$ cat config.mk
export PLATFORM = sky130hd
export DESIGN_NAME = mem_port_arbiter
export DESIGN_NICKNAME = d
export VERILOG_FILES = /design/src/rtl/mem_port_arbiter.sv
export SDC_FILE = /design/constraint.sdc
export NUM_CORES = 1
export LEC_CHECK = 0
export ABC_AREA = 1
export CAP_MARGIN = 5
export CORE_AREA = 2 2 178 180
export DETAILED_ROUTE_END_ITERATION = 8
export DIE_AREA = 0 0 180 182
export HOLD_SLACK_MARGIN = 0.03
export PLACE_DENSITY = 0.76
export SYNTH_ARGS = -nofsm -noshare
export SYNTH_HDL_FRONTEND = slang
export SYNTH_SLANG_ARGS = --single-unit
$ cat constraint.sdc
create_clock -name clk -period 1.3 [get_ports clk]
set_input_delay 0.26 -clock clk [delete_from_list [all_inputs] [get_ports clk]]
set_output_delay 0.26 -clock clk [all_outputs]
set_load 0.005 [all_outputs]
$ cat src/rtl/mem_port_arbiter.sv
// mem_port_arbiter: round-robin sharing of one genrom read port between the fetch (F) and load (D) units.
// Each access runs IDLE -> WAIT (LATENCY cycles) -> DONE (one-cycle ack).
module mem_port_arbiter #(
  parameter int AW = 4,
  parameter int EXTRA = 4,
  parameter int LATENCY = 1
) (
  input  logic                    clk,
  input  logic                    reset,
  input  logic                    f_req,
  input  logic [AW:0]             f_addr,
  input  logic [EXTRA-1:0]        f_extra,
  input  logic [AW:0]             f_lower,
  input  logic [AW:0]             f_upper,
  output logic                    f_ack,
  output logic [2**EXTRA*8-1:0]   f_data,
  output logic                    f_error,
  input  logic                    d_req,
  input  logic [AW:0]             d_addr,
  input  logic [EXTRA-1:0]        d_extra,
  input  logic [AW:0]             d_lower,
  input  logic [AW:0]             d_upper,
  output logic                    d_ack,
  output logic [2**EXTRA*8-1:0]   d_data,
  output logic                    d_error,
  output logic [AW:0]             mem_addr,
  output logic [EXTRA-1:0]        mem_extra,
  output logic [AW:0]             mem_lower_bound,
  output logic [AW:0]             mem_upper_bound,
  input  logic [2**EXTRA*8-1:0]   mem_data,
  input  logic                    mem_error,
  output logic                    busy,
  output logic                    grant
);
  localparam int DW = (2**EXTRA)*8;
  typedef enum logic [1:0] {IDLE, WAIT, DONE} state_t;
  state_t state_q, state_d;
  logic [2:0] cnt_q, cnt_d;
  logic grant_q, grant_d, last_q, last_d, sel;
  logic [AW:0] addr_q, addr_d, lo_q, lo_d, hi_q, hi_d;
  logic [EXTRA-1:0] extra_q, extra_d;
  logic [DW-1:0] f_data_q, f_data_d, d_data_q, d_data_d;
  logic f_err_q, f_err_d, d_err_q, d_err_d, f_ack_q, f_ack_d, d_ack_q, d_ack_d;

  // On a tie the requester that did not win last time gets the port.
  assign sel = (f_req && d_req) ? ~last_q : d_req;

  always_comb begin
    state_d = state_q;
    cnt_d = cnt_q;
    grant_d = grant_q;
    last_d = last_q;
    addr_d = addr_q;
    extra_d = extra_q;
    lo_d = lo_q;
    hi_d = hi_q;
    f_data_d = f_data_q;
    d_data_d = d_data_q;
    f_err_d = f_err_q;
    d_err_d = d_err_q;
    f_ack_d = 1'b0;
    d_ack_d = 1'b0;
    case (state_q)
      IDLE: if (f_req || d_req) begin
        state_d = WAIT;
        cnt_d = 3'(LATENCY);
        grant_d = sel;
        last_d = sel;
        addr_d = sel ? d_addr : f_addr;
        extra_d = sel ? d_extra : f_extra;
        lo_d = sel ? d_lower : f_lower;
        hi_d = sel ? d_upper : f_upper;
      end
      WAIT: begin
        cnt_d = cnt_q - 3'd1;
        if (cnt_q == 3'd1) begin
          state_d = DONE;
          f_ack_d = ~grant_q;
          d_ack_d = grant_q;
          f_data_d = grant_q ? f_data_q : mem_data;
          f_err_d = grant_q ? f_err_q : mem_error;
          d_data_d = grant_q ? mem_data : d_data_q;
          d_err_d = grant_q ? mem_error : d_err_q;
        end
      end
      default: state_d = IDLE;
    endcase
  end

  always_ff @(posedge clk or negedge reset) begin
    if (!reset) begin
      state_q <= IDLE;
      cnt_q <= '0;
      grant_q <= 1'b0;
      last_q <= 1'b1;
      addr_q <= '0;
      extra_q <= '0;
      lo_q <= '0;
      hi_q <= '0;
      f_data_q <= '0;
      d_data_q <= '0;
      f_err_q <= 1'b0;
      d_err_q <= 1'b0;
      f_ack_q <= 1'b0;
      d_ack_q <= 1'b0;
    end else begin
      state_q <= state_d;
      cnt_q <= cnt_d;
      grant_q <= grant_d;
      last_q <= last_d;
      addr_q <= addr_d;
      extra_q <= extra_d;
      lo_q <= lo_d;
      hi_q <= hi_d;
      f_data_q <= f_data_d;
      d_data_q <= d_data_d;
      f_err_q <= f_err_d;
      d_err_q <= d_err_d;
      f_ack_q <= f_ack_d;
      d_ack_q <= d_ack_d;
    end
  end

  assign f_ack = f_ack_q;
  assign d_ack = d_ack_q;
  assign f_data = f_data_q;
  assign d_data = d_data_q;
  assign f_error = f_err_q;
  assign d_error = d_err_q;
  assign mem_addr = addr_q;
  assign mem_extra = extra_q;
  assign mem_lower_bound = lo_q;
  assign mem_upper_bound = hi_q;
  assign busy = state_q != IDLE;
  assign grant = grant_q;
endmodule
==> metrics.txt <==
status finished, violations left; Die X roughly 180 microns; pre-CTS setup slack -0.2567 ns; Final Max Slew Viols 0; global-route wire length before repair about 64000 microns; Final TNS setup -45.44 ns; Max Fclk between 600 and 700 MHz; global router's overall resource usage 24.62%; final setup violating endpoints about 510; syn_nets between 1000 and 1500; vias between 10000 and 15000; Final Hold Vio Count 0; number of buffers created by CTS 29; final worst setup slack -0.2403 ns; library cells used by synthesis 19; sequential fraction of the synthesis area 62.42%; Setup Skew around 0.0092 ns; Die H 182 microns; crit path capture type register; peak supply drop 1.266 mV; max_slew headroom about three quarters; I/O Pins 452; Psw 16.85 mW; clock latency on the worst-skew pair 0.54 ns; Area growth syn-to-layout 58.19%; total power roughly 46 mW; Starting Density 37.01%; Sink Count 286; internal cell power approximately 30 mW; clock buffer depth 3; Post-Synthesis Cells 1320; Clock power frac 18.9%; remaining antenna violation count after routing 0; Pwr per Cell Area 2537 nW/um^2; DRC viols 0; mean post-synth cell area 8.687 sq um; final period utilization 118.5%; via/cell ratio 4.813; failing checks negative setup slack; Sequential Power Share between 30% and 40%; initial antenna violation count 2; register bit total from synthesis 286; Crit Path Max Fanout 29; Comb pwr share 46.4%; drt wl/cell 18.06 microns; area of the die 32760 sq um; CP Class register to register; WL final 42520 microns; DP HPWL 27110 microns; RSZ-0062 raised after global routing yes; CTS tree done; layout cells sized above 1 a little under a third; crit path DAT 1.96 ns; routability cong. 0.8451; area of all placed cells without fillers 18140 sq um; worst reg2reg path startpoint cnt_q[1]; clk root buf clkbuf_16; Layout Utilization 58.54%; clock-pin slew on the worst setup and hold paths 0.06 ns; largest net degree at the start of global routing 64; CORE AREA a little over 30000 sq um; pin slew with the least headroom to its limit 0.3603 ns; Cell Rows 65; placed inst area around 17000 sq um; max-cap violations 0; Switching Share a little over a third; Post-Syn Area 11470 sq um; drt initial violations just under 700; Critical Path RT 1.72 ns; leak pwr 9.834 nW; via count of the first global-routing pass 11589; IO Port Bufs 451; global route overflow 0; Worst Setup Start Kind register; min cycle time layout 1.540 ns; H-tree lvl count 1; Nets 2101; worst hold path type input pin to async pin; DRT Pass-1 Iters 7; Critical Path Source cnt_q[1]; yosys warns 0
## critical path, stage by stage (launching register included)
cell and delay, ns:
dfrtp_1 0.38, inv_2 0.08, ha_4 0.14, inv_2 0.04, nor2_4 0.17, nand3_4 0.09
buf_12 0.16, buf_12 0.17, nand2_1 0.10, nand2_1 0.07
## placed cells by master, fill, tap and decap left out, drive strengths merged
master         synthesis  layout
buf                   71     483
dfstp                  1       1
clkbuf                 9      46
clkinv                 0       6
dlygate4sd3            0       1
inv                   49      50
diode                  0       2
o21ai                  2       2
clkdlybuf4s50          0     169
nor2                   7       7
bufinv                 0       3
dfrtp                285     285
clkinvlp               0       1
or2                    2       2
ha                     2       2
nand3                173     173
nand2                719     719
## path summary, 6_finish.rpt
kind / slack, ns / cells after the start / to
max: -0.24 / 9 / d_data[50]
min: 0.20 / 2 / d_data[14]
max reg2reg: -0.24 / 9 / d_data[50]
min reg2reg: 0.46 / 2 / d_data[93]
max in group asynchronous: 0.46 / 3 / f_data[22]
min in group clk: 0.29 / 3 / d_data[31]
## power by group through the flow
| stage | Sequential (mW) | Combinational (mW) | Clock, mW |
|---|---|---|---|
| 6_report | 16.0 | 21.3 | 8.71 |
| 5_1_grt | 16.5 | 23.4 | 9.27 |
| 4_1_cts | 15.9 | 20.7 | 8.87 |
| 3_5_place_dp | 16.2 | 20.8 | 0 |
| 3_3_place_gp | 16.1 | 20.2 | 0 |
| 2_1_floorplan | 16.3 | 7.23 | 0 |
## registers in the layout, indices dropped and copies added, names as in the netlist, 2 cells and up
signal,cells
f_data,128
mem_upper_bound,5
cnt_q,3
d_data,128
mem_lower_bound,5
state_q,2
mem_addr,5
mem_extra,4
## final cells by class
type / instances / area [sq um]
tap: 402 / 503.0
antenna: 2 / 5.005
clock buffer: 42 / 864.6
sequential: 286 / 7158
multi-input combinational: 905 / 3908
inverter: 49 / 186.4
timing repair buffer: 657 / 5379
clock inverter: 11 / 136.4
fill: 2652 / 12850
## Yosys cell counts
master	number	share of area, %
nand2_4	1	0.098
buf_6	1	0.098
buf_2	49	2.1
o21ai_0	2	0.087
nand3_1	171	7.5
nand2_1	718	24
nor2_4	3	0.29
dfrtp_1	285	62
or2_2	2	0.11
buf_4	20	1.3
inv_2	3	0.098
nor2_1	3	0.098
ha_1	2	0.22
buf_1	1	0.033
clkbuf_1	9	0.29
inv_1	46	1.5
nand3_2	2	0.17
dfstp_2	1	0.23
nor2_2	1	0.055
## through the flow
step | std cells | hold WS, ns
final | 2354 | 0.2019
after global routing | 2354 | 0.1882
after CTS | 2338 | 0.1693
after detailed placement | 2160 | 0.1394
after global placement | 2160 | 0.1407
after floorplan | 1320 | -0.03559
## per-layer routing
metal  vias to the layer above  wire length, microns  track usage [%]
li1                       5296                     -                -
met1                      5396                 16520            29.91
met2                       550                 20330            41.09
met3                        87                  4166            7.300
met4                         0                  1500            10.08
met5                         -                     0                0
## what timing repair did
item                                   in CTS  in global routing
setup buffers                             116                 10
endpoints found under the hold margin     286                  0
gates cloned                                8                  5
setup endpoints to repair                 563                565
hold buffers                                1                  0
gates resized for setup                  1163                 35
pin swaps                                  21                 30
## cells by family (layout without fill, tap and decap cells)
family | after synthesis | count (layout) | synth area share (%)
compound gates | 2 | 2 | 0.08729
fa+ha+maj | 2 | 2 | 0.2182
buf+inv | 129 | 759 | 5.477
flops | 286 | 286 | 62.42
other cells | 0 | 2 | 0
simple gates | 901 | 901 | 31.79
Power figures use the tool's default switching activity.
